`src/rtl/tlb_ctrl_if.sv`:
```
// Purpose: bundles the TLB-instruction command/response handshake and the
//          search/write/read side buses of the TLB array for tlb_ctrl.
// Latency: none (wires only).
// Backpressure: cmd_valid/cmd_ready on the request, resp_valid/resp_ready on the result.
// Ports/modports:
//   slave  - controller view: accepts cmd_*, returns resp_*, drives s_*/w_*/r_index.
//   master - requester + TLB array view: the mirror image of slave.
interface tlb_ctrl_if #(
  parameter int TLBNUM = 16
);
  localparam int IDXW = $clog2(TLBNUM);

  // instruction request
  logic            cmd_valid;
  logic            cmd_ready;
  logic [1:0]      cmd_op;
  logic [18:0]     cmd_vpn2;
  logic [7:0]      cmd_asid;
  logic [IDXW-1:0] cmd_index;
  logic [25:0]     cmd_lo0;
  logic [25:0]     cmd_lo1;

  // instruction result
  logic            resp_valid;
  logic            resp_ready;
  logic            resp_found;
  logic [IDXW-1:0] resp_index;
  logic [18:0]     resp_vpn2;
  logic [7:0]      resp_asid;
  logic [25:0]     resp_lo0;
  logic [25:0]     resp_lo1;

  // TLB search side
  logic [18:0]     s_vpn2;
  logic [7:0]      s_asid;
  logic            s_found;
  logic [IDXW-1:0] s_index;

  // TLB write side
  logic            we;
  logic [IDXW-1:0] w_index;
  logic [18:0]     w_vpn2;
  logic [7:0]      w_asid;
  logic            w_g;
  logic [19:0]     w_pfn0;
  logic [2:0]      w_c0;
  logic            w_d0;
  logic            w_v0;
  logic [19:0]     w_pfn1;
  logic [2:0]      w_c1;
  logic            w_d1;
  logic            w_v1;

  // TLB read side
  logic [IDXW-1:0] r_index;
  logic [18:0]     r_vpn2;
  logic [7:0]      r_asid;
  logic            r_g;
  logic [19:0]     r_pfn0;
  logic [2:0]      r_c0;
  logic            r_d0;
  logic            r_v0;
  logic [19:0]     r_pfn1;
  logic [2:0]      r_c1;
  logic            r_d1;
  logic            r_v1;

  modport slave (
    input  cmd_valid, cmd_op, cmd_vpn2, cmd_asid, cmd_index, cmd_lo0, cmd_lo1,
    output cmd_ready,
    output resp_valid, resp_found, resp_index, resp_vpn2, resp_asid, resp_lo0, resp_lo1,
    input  resp_ready,
    output s_vpn2, s_asid,
    input  s_found, s_index,
    output we, w_index, w_vpn2, w_asid, w_g,
    output w_pfn0, w_c0, w_d0, w_v0, w_pfn1, w_c1, w_d1, w_v1,
    output r_index,
    input  r_vpn2, r_asid, r_g, r_pfn0, r_c0, r_d0, r_v0, r_pfn1, r_c1, r_d1, r_v1
  );

  modport master (
    output cmd_valid, cmd_op, cmd_vpn2, cmd_asid, cmd_index, cmd_lo0, cmd_lo1,
    input  cmd_ready,
    input  resp_valid, resp_found, resp_index, resp_vpn2, resp_asid, resp_lo0, resp_lo1,
    output resp_ready,
    input  s_vpn2, s_asid,
    output s_found, s_index,
    input  we, w_index, w_vpn2, w_asid, w_g,
    input  w_pfn0, w_c0, w_d0, w_v0, w_pfn1, w_c1, w_d1, w_v1,
    input  r_index,
    output r_vpn2, r_asid, r_g, r_pfn0, r_c0, r_d0, r_v0, r_pfn1, r_c1, r_d1, r_v1
  );
endinterface

```
`src/rtl/tlb_ctrl.sv`:
```
// Purpose: sequences TLBP/TLBR/TLBWI/TLBWR instructions onto a TLB array's search/read/write ports.
// Latency: accept at edge N, EXEC cycle N..N+1, resp_valid from N+1 edge (cycle N+2) until resp_ready.
// Backpressure: one instruction in flight; cmd_ready only in IDLE, result held until resp_ready.
// Ports: clk, reset (async, active-high); bus (tlb_ctrl_if.slave) carries cmd_*, resp_*,
//        s_* (search), we/w_* (write), r_index/r_* (read).
// Build option: TLB_RANDOM_EN - TLBWR uses a free-running down-counter index instead of cmd_index.
module tlb_ctrl #(
  parameter int TLBNUM = 16
) (
  input logic      clk,
  input logic      reset,
  tlb_ctrl_if.slave bus
);
  localparam int IDXW = $clog2(TLBNUM);

  localparam logic [1:0] OP_TLBP  = 2'b00;
  localparam logic [1:0] OP_TLBR  = 2'b01;
  localparam logic [1:0] OP_TLBWI = 2'b10;
  localparam logic [1:0] OP_TLBWR = 2'b11;

  typedef enum logic [1:0] {
    IDLE = 2'd0,
    EXEC = 2'd1,
    RESP = 2'd2
  } state_t;

  state_t          state;
  logic [1:0]      op_q;
  logic [IDXW-1:0] rand_idx;
  logic [IDXW-1:0] wr_idx;

`ifdef TLB_RANDOM_EN
  // Free-running Random register: counts down every non-reset cycle, wraps 0 -> TLBNUM-1.
  logic [IDXW-1:0] rand_cnt;

  always_ff @(posedge clk or posedge reset) begin
    if (reset) begin
      rand_cnt <= IDXW'(TLBNUM - 1);
    end else if (rand_cnt == '0) begin
      rand_cnt <= IDXW'(TLBNUM - 1);
    end else begin
      rand_cnt <= rand_cnt - IDXW'(1);
    end
  end

  assign rand_idx = rand_cnt;
`else
  // No Random register: TLBWR degenerates to TLBWI.
  assign rand_idx = bus.cmd_index;
`endif

  assign wr_idx = (bus.cmd_op == OP_TLBWR) ? rand_idx : bus.cmd_index;

  // All bus outputs are registers owned by this FSM. The per-op operand
  // registers (s_*, r_index, w_*) are loaded only at accept of their own op,
  // so they hold their last value at every other time.
  always_ff @(posedge clk or posedge reset) begin
    if (reset) begin
      state          <= IDLE;
      op_q           <= OP_TLBP;
      bus.cmd_ready  <= 1'b1;
      bus.resp_valid <= 1'b0;
      bus.resp_found <= 1'b0;
      bus.resp_index <= '0;
      bus.resp_vpn2  <= '0;
      bus.resp_asid  <= '0;
      bus.resp_lo0   <= '0;
      bus.resp_lo1   <= '0;
      bus.s_vpn2     <= '0;
      bus.s_asid     <= '0;
      bus.r_index    <= '0;
      bus.we         <= 1'b0;
      bus.w_index    <= '0;
      bus.w_vpn2     <= '0;
      bus.w_asid     <= '0;
      bus.w_g        <= 1'b0;
      bus.w_pfn0     <= '0;
      bus.w_c0       <= '0;
      bus.w_d0       <= 1'b0;
      bus.w_v0       <= 1'b0;
      bus.w_pfn1     <= '0;
      bus.w_c1       <= '0;
      bus.w_d1       <= 1'b0;
      bus.w_v1       <= 1'b0;
    end else begin
      case (state)
        IDLE: begin
          if (bus.cmd_valid) begin
            state         <= EXEC;
            bus.cmd_ready <= 1'b0;
            op_q          <= bus.cmd_op;
            case (bus.cmd_op)
              OP_TLBP: begin
                bus.s_vpn2 <= bus.cmd_vpn2;
                bus.s_asid <= bus.cmd_asid;
              end
              OP_TLBR: begin
                bus.r_index <= bus.cmd_index;
              end
              default: begin
                // TLBWI / TLBWR: we rises with EXEC and falls with it.
                bus.we      <= 1'b1;
                bus.w_index <= wr_idx;
                bus.w_vpn2  <= bus.cmd_vpn2;
                bus.w_asid  <= bus.cmd_asid;
                bus.w_g     <= bus.cmd_lo0[0] & bus.cmd_lo1[0];
                bus.w_pfn0  <= bus.cmd_lo0[25:6];
                bus.w_c0    <= bus.cmd_lo0[5:3];
                bus.w_d0    <= bus.cmd_lo0[2];
                bus.w_v0    <= bus.cmd_lo0[1];
                bus.w_pfn1  <= bus.cmd_lo1[25:6];
                bus.w_c1    <= bus.cmd_lo1[5:3];
                bus.w_d1    <= bus.cmd_lo1[2];
                bus.w_v1    <= bus.cmd_lo1[1];
              end
            endcase
          end
        end

        EXEC: begin
          state          <= RESP;
          bus.we         <= 1'b0;
          bus.resp_valid <= 1'b1;
          case (op_q)
            OP_TLBP: begin
              bus.resp_found <= bus.s_found;
              bus.resp_index <= bus.s_found ? bus.s_index : '0;
            end
            OP_TLBR: begin
              bus.resp_found <= 1'b0;
              bus.resp_vpn2  <= bus.r_vpn2;
              bus.resp_asid  <= bus.r_asid;
              // g is a single per-entry bit; report it in both EntryLo images.
              bus.resp_lo0   <= {bus.r_pfn0, bus.r_c0, bus.r_d0, bus.r_v0, bus.r_g};
              bus.resp_lo1   <= {bus.r_pfn1, bus.r_c1, bus.r_d1, bus.r_v1, bus.r_g};
            end
            default: begin
              bus.resp_found <= 1'b0;
            end
          endcase
        end

        RESP: begin
          if (bus.resp_ready) begin
            state          <= IDLE;
            bus.resp_valid <= 1'b0;
            bus.cmd_ready  <= 1'b1;
          end
        end

        default: begin
          state          <= IDLE;
          bus.we         <= 1'b0;
          bus.resp_valid <= 1'b0;
          bus.cmd_ready  <= 1'b1;
        end
      endcase
    end
  end
endmodule
```
`src/flat_wrapper.sv`:
```
// flat-port wrapper written by rule: the top's interface ports become plain ports
module tlb_ctrl_flat 
#(
  parameter int TLBNUM = 16
)
  (clk, reset, bus_cmd_valid, bus_cmd_op, bus_cmd_vpn2, bus_cmd_asid, bus_cmd_index, bus_cmd_lo0, bus_cmd_lo1, bus_cmd_ready, bus_resp_valid, bus_resp_found, bus_resp_index, bus_resp_vpn2, bus_resp_asid, bus_resp_lo0, bus_resp_lo1, bus_resp_ready, bus_s_vpn2, bus_s_asid, bus_s_found, bus_s_index, bus_we, bus_w_index, bus_w_vpn2, bus_w_asid, bus_w_g, bus_w_pfn0, bus_w_c0, bus_w_d0, bus_w_v0, bus_w_pfn1, bus_w_c1, bus_w_d1, bus_w_v1, bus_r_index, bus_r_vpn2, bus_r_asid, bus_r_g, bus_r_pfn0, bus_r_c0, bus_r_d0, bus_r_v0, bus_r_pfn1, bus_r_c1, bus_r_d1, bus_r_v1);
  tlb_ctrl_if #(.TLBNUM(TLBNUM)) bus_i ();
  input logic clk;
  input logic reset;
  input wire logic [$bits(bus_i.cmd_valid)-1:0] bus_cmd_valid;
  input wire logic [$bits(bus_i.cmd_op)-1:0] bus_cmd_op;
  input wire logic [$bits(bus_i.cmd_vpn2)-1:0] bus_cmd_vpn2;
  input wire logic [$bits(bus_i.cmd_asid)-1:0] bus_cmd_asid;
  input wire logic [$bits(bus_i.cmd_index)-1:0] bus_cmd_index;
  input wire logic [$bits(bus_i.cmd_lo0)-1:0] bus_cmd_lo0;
  input wire logic [$bits(bus_i.cmd_lo1)-1:0] bus_cmd_lo1;
  output wire logic [$bits(bus_i.cmd_ready)-1:0] bus_cmd_ready;
  output wire logic [$bits(bus_i.resp_valid)-1:0] bus_resp_valid;
  output wire logic [$bits(bus_i.resp_found)-1:0] bus_resp_found;
  output wire logic [$bits(bus_i.resp_index)-1:0] bus_resp_index;
  output wire logic [$bits(bus_i.resp_vpn2)-1:0] bus_resp_vpn2;
  output wire logic [$bits(bus_i.resp_asid)-1:0] bus_resp_asid;
  output wire logic [$bits(bus_i.resp_lo0)-1:0] bus_resp_lo0;
  output wire logic [$bits(bus_i.resp_lo1)-1:0] bus_resp_lo1;
  input wire logic [$bits(bus_i.resp_ready)-1:0] bus_resp_ready;
  output wire logic [$bits(bus_i.s_vpn2)-1:0] bus_s_vpn2;
  output wire logic [$bits(bus_i.s_asid)-1:0] bus_s_asid;
  input wire logic [$bits(bus_i.s_found)-1:0] bus_s_found;
  input wire logic [$bits(bus_i.s_index)-1:0] bus_s_index;
  output wire logic [$bits(bus_i.we)-1:0] bus_we;
  output wire logic [$bits(bus_i.w_index)-1:0] bus_w_index;
  output wire logic [$bits(bus_i.w_vpn2)-1:0] bus_w_vpn2;
  output wire logic [$bits(bus_i.w_asid)-1:0] bus_w_asid;
  output wire logic [$bits(bus_i.w_g)-1:0] bus_w_g;
  output wire logic [$bits(bus_i.w_pfn0)-1:0] bus_w_pfn0;
  output wire logic [$bits(bus_i.w_c0)-1:0] bus_w_c0;
  output wire logic [$bits(bus_i.w_d0)-1:0] bus_w_d0;
  output wire logic [$bits(bus_i.w_v0)-1:0] bus_w_v0;
  output wire logic [$bits(bus_i.w_pfn1)-1:0] bus_w_pfn1;
  output wire logic [$bits(bus_i.w_c1)-1:0] bus_w_c1;
  output wire logic [$bits(bus_i.w_d1)-1:0] bus_w_d1;
  output wire logic [$bits(bus_i.w_v1)-1:0] bus_w_v1;
  output wire logic [$bits(bus_i.r_index)-1:0] bus_r_index;
  input wire logic [$bits(bus_i.r_vpn2)-1:0] bus_r_vpn2;
  input wire logic [$bits(bus_i.r_asid)-1:0] bus_r_asid;
  input wire logic [$bits(bus_i.r_g)-1:0] bus_r_g;
  input wire logic [$bits(bus_i.r_pfn0)-1:0] bus_r_pfn0;
  input wire logic [$bits(bus_i.r_c0)-1:0] bus_r_c0;
  input wire logic [$bits(bus_i.r_d0)-1:0] bus_r_d0;
  input wire logic [$bits(bus_i.r_v0)-1:0] bus_r_v0;
  input wire logic [$bits(bus_i.r_pfn1)-1:0] bus_r_pfn1;
  input wire logic [$bits(bus_i.r_c1)-1:0] bus_r_c1;
  input wire logic [$bits(bus_i.r_d1)-1:0] bus_r_d1;
  input wire logic [$bits(bus_i.r_v1)-1:0] bus_r_v1;
  assign bus_i.cmd_valid = bus_cmd_valid;
  assign bus_i.cmd_op = bus_cmd_op;
  assign bus_i.cmd_vpn2 = bus_cmd_vpn2;
  assign bus_i.cmd_asid = bus_cmd_asid;
  assign bus_i.cmd_index = bus_cmd_index;
  assign bus_i.cmd_lo0 = bus_cmd_lo0;
  assign bus_i.cmd_lo1 = bus_cmd_lo1;
  assign bus_cmd_ready = bus_i.cmd_ready;
  assign bus_resp_valid = bus_i.resp_valid;
  assign bus_resp_found = bus_i.resp_found;
  assign bus_resp_index = bus_i.resp_index;
  assign bus_resp_vpn2 = bus_i.resp_vpn2;
  assign bus_resp_asid = bus_i.resp_asid;
  assign bus_resp_lo0 = bus_i.resp_lo0;
  assign bus_resp_lo1 = bus_i.resp_lo1;
  assign bus_i.resp_ready = bus_resp_ready;
  assign bus_s_vpn2 = bus_i.s_vpn2;
  assign bus_s_asid = bus_i.s_asid;
  assign bus_i.s_found = bus_s_found;
  assign bus_i.s_index = bus_s_index;
  assign bus_we = bus_i.we;
  assign bus_w_index = bus_i.w_index;
  assign bus_w_vpn2 = bus_i.w_vpn2;
  assign bus_w_asid = bus_i.w_asid;
  assign bus_w_g = bus_i.w_g;
  assign bus_w_pfn0 = bus_i.w_pfn0;
  assign bus_w_c0 = bus_i.w_c0;
  assign bus_w_d0 = bus_i.w_d0;
  assign bus_w_v0 = bus_i.w_v0;
  assign bus_w_pfn1 = bus_i.w_pfn1;
  assign bus_w_c1 = bus_i.w_c1;
  assign bus_w_d1 = bus_i.w_d1;
  assign bus_w_v1 = bus_i.w_v1;
  assign bus_r_index = bus_i.r_index;
  assign bus_i.r_vpn2 = bus_r_vpn2;
  assign bus_i.r_asid = bus_r_asid;
  assign bus_i.r_g = bus_r_g;
  assign bus_i.r_pfn0 = bus_r_pfn0;
  assign bus_i.r_c0 = bus_r_c0;
  assign bus_i.r_d0 = bus_r_d0;
  assign bus_i.r_v0 = bus_r_v0;
  assign bus_i.r_pfn1 = bus_r_pfn1;
  assign bus_i.r_c1 = bus_r_c1;
  assign bus_i.r_d1 = bus_r_d1;
  assign bus_i.r_v1 = bus_r_v1;
  tlb_ctrl #(.TLBNUM(TLBNUM)) u_core (.clk(clk), .reset(reset), .bus(bus_i));
endmodule
```
`config.mk`:
```
export PLATFORM = sky130hd
export DESIGN_NAME = tlb_ctrl_flat
export DESIGN_NICKNAME = d
export VERILOG_FILES = /design/src/rtl/tlb_ctrl_if.sv /design/src/rtl/tlb_ctrl.sv /design/src/flat_wrapper.sv
export SDC_FILE = /design/constraint.sdc
export NUM_CORES = 1
export LEC_CHECK = 0
export CAP_MARGIN = 20
export CORE_UTILIZATION = 28
export DETAILED_ROUTE_END_ITERATION = 8
export PLACE_DENSITY = 0.67
export RECOVER_POWER = 25
export SETUP_SLACK_MARGIN = 0.2
export SYNTH_ARGS = -nofsm -noshare
export SYNTH_HDL_FRONTEND = slang
export SYNTH_SLANG_ARGS = --single-unit
```
`constraint.sdc`:
```
create_clock -name clk -period 19 [get_ports clk]
set_input_delay 2.85 -clock clk [delete_from_list [all_inputs] [get_ports clk]]
set_output_delay 2.85 -clock clk [all_outputs]
set_load 0.01 [all_outputs]
```
==> out/results.tsv, run 1 <==
stage	metric	value	unit
synthesis	synth_compound_area_frac	0.007335	
placement	pre_cts_slack	13720	ps
synthesis	synthTopCellsByArea	dfrtp_1, mux2_2, mux2_1	
die	start_util	0.2848	
timing	fmax	0.1353	GHz
clock_tree	cts.htree.levels	1	
power	p_leak	5.141	nW
synthesis	synth_cell_type_count	25	
critical_path	crit_chain	dlygate4sd3_1 -> clkinvlp_2 -> buf_4	
synthesis	ys_warn_count	0	
critical_path	end_kind	async pin	
hold_path	worstHoldPathType	flip-flop to flip-flop	
synthesis	synthTopCellsByCount	dfrtp_1, mux2_2, mux2_1	
synthesis	synthAdderAreaFrac	0	
critical_path	crit_buf_inv	3	
clock_tree	clk_latency	510	ps
timing	slew-limit-headroom	-2.913	
global_routing	grt_pass1_vias	5299	
critical_path	critPathRequiredTime	19510	ps
global_routing	grt_max_degree	133	
final_layout	nNetsFinal	1005	
detailed_routing	routedWlPerCell	16.59	um
synthesis	synth_mux_area_frac	0.2817	
critical_path	worstRegToRegCells	3	
timing	max_slew.worst_pin.slew	5837	ps
clock_tree	postCtsResizedCells	0	
final_layout	drive_above_1_share	0.2353	
detailed_routing	ant_nets	0	
die	die-area	28080	um2
clock_tree	post-cts-setup-buffers	0	
synthesis	yosysSeqAreaShare	0.6619	
die	die_h	167.6	um
run_status	failed_checks	capacitance limit, slew limit	
clock_tree	root_buffer	clkbuf_16	
power	power_density	168.3	nW/um2
global_routing	grt_usage	0.1386	
synthesis	yosys.area.top_type_share	0.6585	
synthesis	syn_inst	455	
timing	slew_viol_final	133	
timing	fin_ws	11610	ps
synthesis	async_flop_share	1.000	
placement	portBuffers	371	
power	worst_ir_drop_vdd	0.09248	mV
synthesis	yosysTopAreaCell	dfrtp_1	
critical_path	r2r-start	u_core.state[0]	
timing	worst_hold_slack	477.9	ps
synthesis	avgSynthCellArea	16.87	um2
die	ios	372	
run_status	status	complete, but fails checks	
synthesis	synth_top_family_by_area	multiplexers	
timing	finalSetupViolCount	0	
synthesis	yosysMostFrequentCell	dfrtp_1	
critical_path	max_stage_delay	3230	ps
synthesis	syn-cell-area	7676	um2
clock_tree	cts_max_path_buffers	3	
detailed_routing	drc	0	
die	core	26950	um2
final_layout	syn_to_final_growth	62.22	%
job	cap_violations	1	
critical_path	slowest_stage	clkinvlp_2	
hold_path	holdPathStages	1	
timing	finalHoldViolCount	0	
detailed_routing	dr.first_iter.drc_count	193	
die	die_w	167.6	um
die	rows	60	
timing	skew	16.33	ps
timing	tns	0	ps
placement	dp_hpwl	14090	um
global_routing	antenna_found_initial	1	
detailed_routing	num_vias	5179	
global_routing	overflow	0	
detailed_routing	routed_wl	19770	um
critical_path	reg2reg_to	u_core.bus.w_pfn1[8]	
critical_path	start_kind	input port	
clock_tree	clkSinkCount	203	
timing	post-route-period-util	0.3891	
clock_tree	ctsHoldBuffers	0	
detailed_routing	first_pass_iters	4	
critical_path	path_delay_family	buffers and inverters	
critical_path	crit_fanout	132	
hold_path	holdPathEnd	u_core.bus.resp_valid	
synthesis	synthXorXnorAreaFrac	0	
synthesis	syn_nets	627	
critical_path	crit_type	input port to async pin	
hold_path	holdCritStartpoint	u_core.bus.resp_valid	
synthesis	synth-simple-area-share	0.02103	
detailed_routing	viasPerCell	4.345	
synthesis	synth_ff_type	dfrtp_1	
clock_tree	cts_tree	done	
critical_path	cp.arrival	7900	ps
clock_tree	clkTransAtPathRegs	50	ps
synthesis	ys_seq_elements	203	
timing	rsz0062_at_grt	no	
timing	fin_crit	7394	ps
final_layout	n_fill_cell	2457	
critical_path	r2r_setup_slack	16610	ps
placement	gp_congestion	0.7187	
global_routing	grt_pass1_wl	30290	um
clock_tree	numCtsBuffers	24	
synthesis	synth_edf_count	0	
==> kinds of logic after synthesis <==
| group | after synthesis |
|---|---|
| flip-flops | 203 |
| multiplexers | 192 |
| buffers and inverters | 26 |
| AND/OR/NAND/NOR | 24 |
| AO/OA/AOI/OAI | 10 |
==> worst max path at each step <==
stage,from,endpoint,slack [ps],cells after the start
CTS,bus_cmd_op[1],u_core.bus.w_pfn1[4],14250,4
floorplan,reset,u_core.bus.r_index[0],10610,1
global placement,bus_cmd_op[1],u_core.bus.w_pfn0[17],13730,4
finish,reset,u_core.bus.resp_lo1[10],11610,3
global route,reset,u_core.bus.w_d0,10430,3
detailed placement,bus_cmd_op[1],u_core.bus.w_pfn1[4],13720,4
==> cell usage in the layout, fill, tap and decap left out, drive strengths merged <==
| cell type | n |
|---|---|
| or4b | 1 |
| clkdlybuf4s50 | 289 |
| clkbuf | 38 |
| dfstp | 1 |
| nor2b | 1 |
| dfrtp | 202 |
| nor2 | 4 |
| bufinv | 1 |
| o21a | 1 |
| buf | 4 |
| diode | 1 |
| nand2b | 1 |
| nand3 | 1 |
| inv | 2 |
| o22a | 1 |
| mux2 | 192 |
| and4bb | 1 |
| clkinv | 3 |
| dlygate4sd3 | 82 |
| nand2 | 11 |
| clkinvlp | 2 |
| nor3b | 3 |
| nand3b | 1 |
| a21oi | 1 |
| o21ai | 7 |
==> power breakdown <==
part | switching [mW] | internal (mW)
logic | 0.315 | 0.558
clock network | 0.176 | 0.284
registers | 0.110 | 0.652
total | 0.600 | 1.49
==> metal layers <==
metal | global-route usage | share of wire
met1 | 0.1540 | 0.38
met3 | 0.05342 | 0.099
met4 | 0.04348 | 0.022
met2 | 0.2431 | 0.50
met5 | 0 | 0
==> metrics by stage <==
stage / cells / util / instance area (um2) / power (mW)
finish: 1192 / 0.4620 / 12450 / 2.095
global route: 1191 / 0.4619 / 12450 / 2.213
CTS: 1191 / 0.4626 / 12470 / 2.135
detailed placement: 1148 / 0.4326 / 11660 / 1.660
global placement: 1148 / 0.4326 / 11660 / 1.645
floorplan: 455 / - / 7676 / 1.124
==> flip-flops by register name, indices dropped and copies added (netlist names), 2 cells and up <==
register               cells
u_core.bus.w_vpn2         19
u_core.state               2
u_core.bus.w_index         4
u_core.bus.w_c1            3
u_core.bus.w_pfn1         20
u_core.bus.s_vpn2         19
u_core.bus.resp_index      4
u_core.bus.w_pfn0         20
u_core.bus.s_asid          8
u_core.bus.w_c0            3
u_core.bus.resp_lo0       25
u_core.bus.w_asid          8
u_core.bus.resp_lo1       26
u_core.bus.resp_asid       8
u_core.bus.r_index         4
u_core.bus.resp_vpn2      19
u_core.op_q                2
==> final cells by class <==
| cell class | count | area, um2 | area share |
|---|---|---|---|
| Antenna cell | 1 | 2.502 | 0.0002010 |
| Clock buffer | 38 | 754.5 | 0.06059 |
| Tap cell | 341 | 426.7 | 0.03426 |
| Multi-Input combinational cell | 226 | 2379 | 0.1910 |
| Inverter | 3 | 12.51 | 0.001005 |
| Timing Repair Buffer | 375 | 3744 | 0.3006 |
| Clock inverter | 5 | 52.55 | 0.004220 |
| Sequential cell | 203 | 5081 | 0.4081 |
(Power assumes the default switching activity.)
==> run 2: changes to the inputs <==
- clock period: 19 -> 7.55 ns (I/O delays scaled with it)
==> out/results.tsv, run 2 (synthesis gave the netlist of run 1 again) <==
stage	metric	value	unit	change
timing	post-route-period-util	0.4740		
power	worst_ir_drop_vdd	0.2697	mV	+190%
die	ios	372		unchanged
clock_tree	cts.htree.levels	1		unchanged
hold_path	worstHoldPathType	flip-flop to flip-flop		
final_layout	layout_common_cells	clkdlybuf4s50_1, dfrtp_1, mux2_2		
critical_path	start_kind	input port		
critical_path	crit_fanout	63		-52%
timing	slew-limit-headroom	0.3266		+3.240
timing	fin_crit	3578	ps	
detailed_routing	viasPerCell	4.355		+0.24%
critical_path	cp.arrival	3960	ps	-3940 ps
placement	portBuffers	371		unchanged
placement	dp_hpwl	14360	um	+1.9%
clock_tree	clk_latency	510	ps	about the same
timing	fin_ws	3972	ps	-7635 ps
power	seq_power_share	0.361		-0.003
die	die_w	167.6	um	unchanged
hold_path	holdPathEnd	u_core.bus.resp_valid		
die	die-area	28080	um2	unchanged
timing	slew_viol_final	0		-100%
critical_path	worstRegToRegCells	3		unchanged
job	cap_violations	0		-1
critical_path	r2r_setup_slack	4690	ps	-11920 ps
detailed_routing	dr.first_iter.drc_count	235		+22%
global_routing	grt_busiest_layer	met2		
clock_tree	post-cts-setup-buffers	0		unchanged
clock_tree	cts_tree	done		
final_layout	nNetsFinal	1004		-0.10%
critical_path	r2r-start	u_core.state[0]		
clock_tree	ctsHoldBuffers	0		unchanged
clock_tree	cts_max_path_buffers	3		unchanged
hold_path	holdPathStages	1		unchanged
global_routing	grtUsageMet3	0.05176		-0.001654
placement	pre_cts_slack	3971	ps	-9745 ps
final_layout	final_core_util	0.4622		about the same
die	core	26950	um2	unchanged
timing	finalSetupViolCount	0		unchanged
global_routing	grt_pass1_vias	5521		+4.2%
final_layout	syn_to_final_growth	62.28	%	about the same
detailed_routing	first_pass_iters	4		unchanged
power	p_int	3.779	mW	+150%
global_routing	overflow	0		unchanged
critical_path	reg2reg_to	u_core.bus.w_c0[1]		
critical_path	end_kind	flip-flop		
detailed_routing	routed_wl	19970	um	+0.98%
hold_path	holdCritStartpoint	u_core.bus.resp_valid		
power	power.switching	1.520	mW	+150%
power	p_clk_frac	0.222		+0.002
power	combPwrFrac	0.417		about the same
power	p_leak	5.140	nW	about the same
placement	dp.cells	1148		unchanged
die	die_h	167.6	um	unchanged
global_routing	grt_pass1_wl	30870	um	+1.9%
power	power_density	425.4	nW/um2	+150%
die	rows	60		unchanged
timing	tns	0	ps	unchanged
detailed_routing	ant_nets	0		unchanged
timing	skew	18.49	ps	+2.165 ps
critical_path	crit_type	input port to flip-flop		
detailed_routing	routedWlPerCell	16.76	um	+1.1%
die	start_util	0.2848		unchanged
final_layout	regMostFlops	u_core.bus.resp_lo1		
global_routing	grt_max_degree	133		unchanged
detailed_routing	drc	0		unchanged
clock_tree	clkTransAtPathRegs	60	ps	about the same
clock_tree	root_buffer	clkbuf_16		
power	swShare	0.2869		+0.0003281
run_status	status	completed		
timing	finalHoldViolCount	0		unchanged
global_routing	grt.met2_usage	0.2426		-0.0005435
timing	max_slew.worst_pin.slew	1010	ps	-4827 ps
final_layout	drive_above_1_share	0.2379		+0.002633
global_routing	grt_usage	0.1401		+0.001531
timing	fmax	0.2795	GHz	
global_routing	met1_usage	0.1565		+0.002536
detailed_routing	num_vias	5187		+0.15%
placement	gp_congestion	0.7176		-0.15%
final_layout	top_regs	u_core.bus.resp_lo1: 26 flops, u_core.bus.resp_lo0: 25 flops		
clock_tree	numCtsBuffers	23		-4.2%
clock_tree	clkSinkCount	203		unchanged
final_layout	stdcell_count	1191		-0.084%
final_layout	largest_reg_flops	26		unchanged
global_routing	antenna_found_initial	1		unchanged
final_layout	final_common_cell	clkdlybuf4s50_1		
clock_tree	postCtsResizedCells	0		unchanged
critical_path	critPathRequiredTime	7930	ps	-11580 ps
timing	rsz0062_at_grt	no		
[run 2: changes by cell type in the layout (fill, tap and decap cells not counted), moves of 2 or more]
| cell | before | now |
|---|---|---|
| bufinv_16 | 1 | 3 |
| clkbuf_1 | 5 | 1 |
| clkbuf_16 | 25 | 23 |
| clkdlybuf4s50_1 | 289 | 366 |
| clkinv_2 | 3 | 7 |
| dlygate4sd3_1 | 82 | 5 |
[run 2: layout make-up]
| cell class | instances | area (um2) |
|---|---|---|
| fillers | 2399 | 14490 |
| flip-flops and latches | 203 | 5081 |
| repair buffers | 375 | 3744 |
| multi-input cells | 226 | 2375 |
| clock buffers | 31 | 675.6 |
| well taps | 341 | 426.7 |
| clock inverters | 11 | 133.9 |
| inverters | 3 | 18.77 |
| diodes | 1 | 2.502 |
[run 2: power groups by stage]
stage          logic, mW  registers [mW]  clock network (mW)
2_1_floorplan      0.652            2.18                   0
3_3_place_gp        2.22            1.92                   0
3_5_place_dp        2.25            1.94                   0
4_1_cts             2.26            1.93                1.22
5_1_grt             2.35            1.99                1.27
6_report            2.21            1.91                1.17
[run 2: through the flow]
| stage | hold slack (ps) | power (mW) | cell area (um2) |
|---|---|---|---|
| after floorplan | 496.8 | 2.828 | 7676 |
| after global placement | 467.9 | 4.139 | 11660 |
| after detailed placement | 474.3 | 4.189 | 11660 |
| after CTS | 489.1 | 5.405 | 12470 |
| after global routing | 502.3 | 5.609 | 12450 |
| final | 481.0 | 5.300 | 12460 |
[run 2: worst max path at each step]
stage / start / end / slack (ps) / cells past startpoint
6_report: bus_cmd_op[1] / u_core.bus.w_c0[1] / 3970 / 4
5_1_grt: bus_cmd_op[1] / u_core.bus.w_c0[1] / 3750 / 4
4_1_cts: bus_cmd_op[1] / u_core.bus.w_pfn1[18] / 4490 / 4
3_5_place_dp: bus_cmd_op[1] / u_core.bus.w_asid[4] / 3970 / 4
3_3_place_gp: bus_cmd_op[1] / u_core.bus.w_pfn1[7] / 3990 / 4
2_1_floorplan: reset / u_core.bus.r_index[0] / 880 / 1
[run 2: per-layer routing]
layer	part of all wire	wire length (um)
met1	0.38	7611
met4	0.029	581
met3	0.094	1870
met5	0	0
met2	0.50	9902
[run 2: worst max-delay path: stages]
cell           delay, ps
dlygate4sd3_1        660
and4bb_1             890
buf_4                770
mux2_2               410
==> run 3: changes to the inputs <==
- PLACE_DENSITY: 0.67 -> 0.69
- clock period: 7.55 -> 3.25 ns (I/O delays scaled with it)
==> out/results.tsv, run 3 (synthesis gave the netlist of run 1 again) <==
stage	metric	value	unit	change
power	p_total	12.36	mW	+130%
timing	slew-limit-headroom	0.1745		-0.1521
final_layout	top_regs	u_core.bus.resp_lo1: 26 flops, u_core.bus.resp_lo0: 25 flops		
timing	slew_viol_final	0		unchanged
clock_tree	numCtsBuffers	24		+4.3%
placement	portBuffers	371		unchanged
detailed_routing	routed_wl	19990	um	+0.13%
final_layout	final_common_cell	clkdlybuf4s50_1		
timing	finalSetupViolCount	0		unchanged
final_layout	drive_above_1_share	0.2404		+0.002446
die	die_w	167.6	um	unchanged
critical_path	r2r-start	u_core.state[0]		
detailed_routing	first_pass_iters	3		-1
critical_path	start_kind	flip-flop		
job	cap_violations	0		unchanged
clock_tree	root_buffer	clkbuf_16		
final_layout	syn_to_final_growth	64.19	%	
power	p_leak	5.185	nW	+0.87%
critical_path	reg2reg_to	u_core.bus.s_asid[4]		
detailed_routing	routedWlPerCell	16.69	um	-0.46%
placement	dp_hpwl	14670	um	+2.2%
power	worst_ir_drop_vdd	0.5221	mV	+94%
final_layout	layout_common_cells	clkdlybuf4s50_1, dfrtp_1, mux2_2		
timing	fin_crit	2204	ps	
global_routing	overflow	0		unchanged
clock_tree	cts.htree.levels	1		unchanged
final_layout	diodes	0		-1
die	die_h	167.6	um	unchanged
clock_tree	cts_max_path_buffers	3		unchanged
timing	rsz0062_at_grt	no		
critical_path	crit_fanout	27		-57%
hold_path	worstHoldPathType	flip-flop to flip-flop		
detailed_routing	dr.first_iter.drc_count	180		-23%
die	die-area	28080	um2	unchanged
clock_tree	clkSinkCount	203		unchanged
final_layout	nNetsFinal	1012		+0.80%
run_status	status	completed		
critical_path	crit_type	flip-flop to flip-flop		
detailed_routing	viasPerCell	4.321		-0.78%
detailed_routing	drc	0		unchanged
die	rows	60		unchanged
global_routing	grt_pass1_vias	5475		-0.83%
timing	fmax	0.4538	GHz	
critical_path	endpoint	u_core.bus.s_asid[4]		
final_layout	largest_reg_flops	26		unchanged
final_layout	final_core_util	0.4676		+0.005432
clock_tree	post-cts-setup-buffers	0		unchanged
die	ios	372		unchanged
global_routing	grt_pass1_wl	30980	um	+0.36%
clock_tree	clk_latency	510	ps	about the same
detailed_routing	ant_nets	0		unchanged
power	power_density	980.9	nW/um2	+130%
critical_path	r2r_setup_slack	1050	ps	-3640 ps
timing	tns	0	ps	unchanged
clock_tree	postCtsResizedCells	0		unchanged
timing	post-route-period-util	0.6781		
die	start_util	0.2848		unchanged
clock_tree	clkTransAtPathRegs	60	ps	about the same
final_layout	regMostFlops	u_core.bus.resp_lo1		
critical_path	cp.arrival	2590	ps	-1370 ps
critical_path	end_kind	flip-flop		
clock_tree	cts_tree	done		
detailed_routing	num_vias	5177		-0.19%
placement	gp_congestion	0.7553		+5.3%
global_routing	grt_usage	0.1401		about the same
placement	dp.cells	1155		+0.61%
global_routing	grt_max_degree	79		-41%
clock_tree	ctsHoldBuffers	0		unchanged
global_routing	antenna_found_initial	0		-1
critical_path	crit_path_start	u_core.state[0]		
critical_path	critPathRequiredTime	3640	ps	-4290 ps
die	core	26950	um2	unchanged
timing	finalHoldViolCount	0		unchanged
critical_path	worstRegToRegCells	4		+1
final_layout	stdcell_count	1198		+0.59%
timing	max_slew.worst_pin.slew	1232	ps	+221.4 ps
timing	skew	10.86	ps	-7.632 ps
==> run 3: worst min path at each step <==
stage	endpoint	slack (ps)	cells past startpoint	from
6_report	u_core.bus.resp_found	480	2	u_core.bus.resp_found
5_1_grt	u_core.bus.resp_lo1[4]	500	1	u_core.bus.resp_lo1[4]
4_1_cts	u_core.bus.resp_lo1[23]	400	2	reset
3_5_place_dp	u_core.bus.resp_lo1[4]	470	1	u_core.bus.resp_lo1[4]
3_3_place_gp	u_core.bus.resp_lo1[10]	470	1	u_core.bus.resp_lo1[10]
2_1_floorplan	u_core.op_q[0]	500	1	u_core.op_q[0]
==> run 3: power breakdown <==
group	internal, mW	switching, mW	leakage [nW]
clock network	1.70	1.05	0.405
registers	3.81	0.666	2.43
logic	3.31	1.84	2.36
total	8.81	3.55	5.18
==> run 3: metal layers <==
| layer | up-vias | wire length [um] | global-route usage |
|---|---|---|---|
| met1 | 2544 | 7650 | 0.1585 |
| met3 | 29 | 1640 | 0.04372 |
| met2 | 231 | 10200 | 0.2511 |
| li1 | 2373 | - | - |
| met5 | - | 0 | 0 |
| met4 | 0 | 497 | 0.04188 |
==> run 3: critical path, stage by stage (launching register included) <==
cell,delay [ps]
dfrtp_1,460
nor3b_1,580
nor3b_4,280
buf_4,360
mux2_2,390
==> run 3: area by class of cell <==
cell class                 count  area (um2)
fill                        2381       14350
timing repair buffer         382        3892
clock buffer                  35       723.2
tap                          341       426.7
multi-input combinational    226        2371
sequential                   203        5081
clock inverter                 8       96.34
inverter                       3       12.51
==> run 3: metrics by stage <==
stage / hold WS (ps) / instance area, um2 / worst slack, ps
detailed placement: 473.9 / 11810 / 801.1
floorplan: 496.8 / 7680 / 133.0
global route: 497.2 / 12600 / 920.1
finish: 483.9 / 12600 / 1046
global placement: 465.8 / 11810 / 836.8
CTS: 398.0 / 12630 / 1082
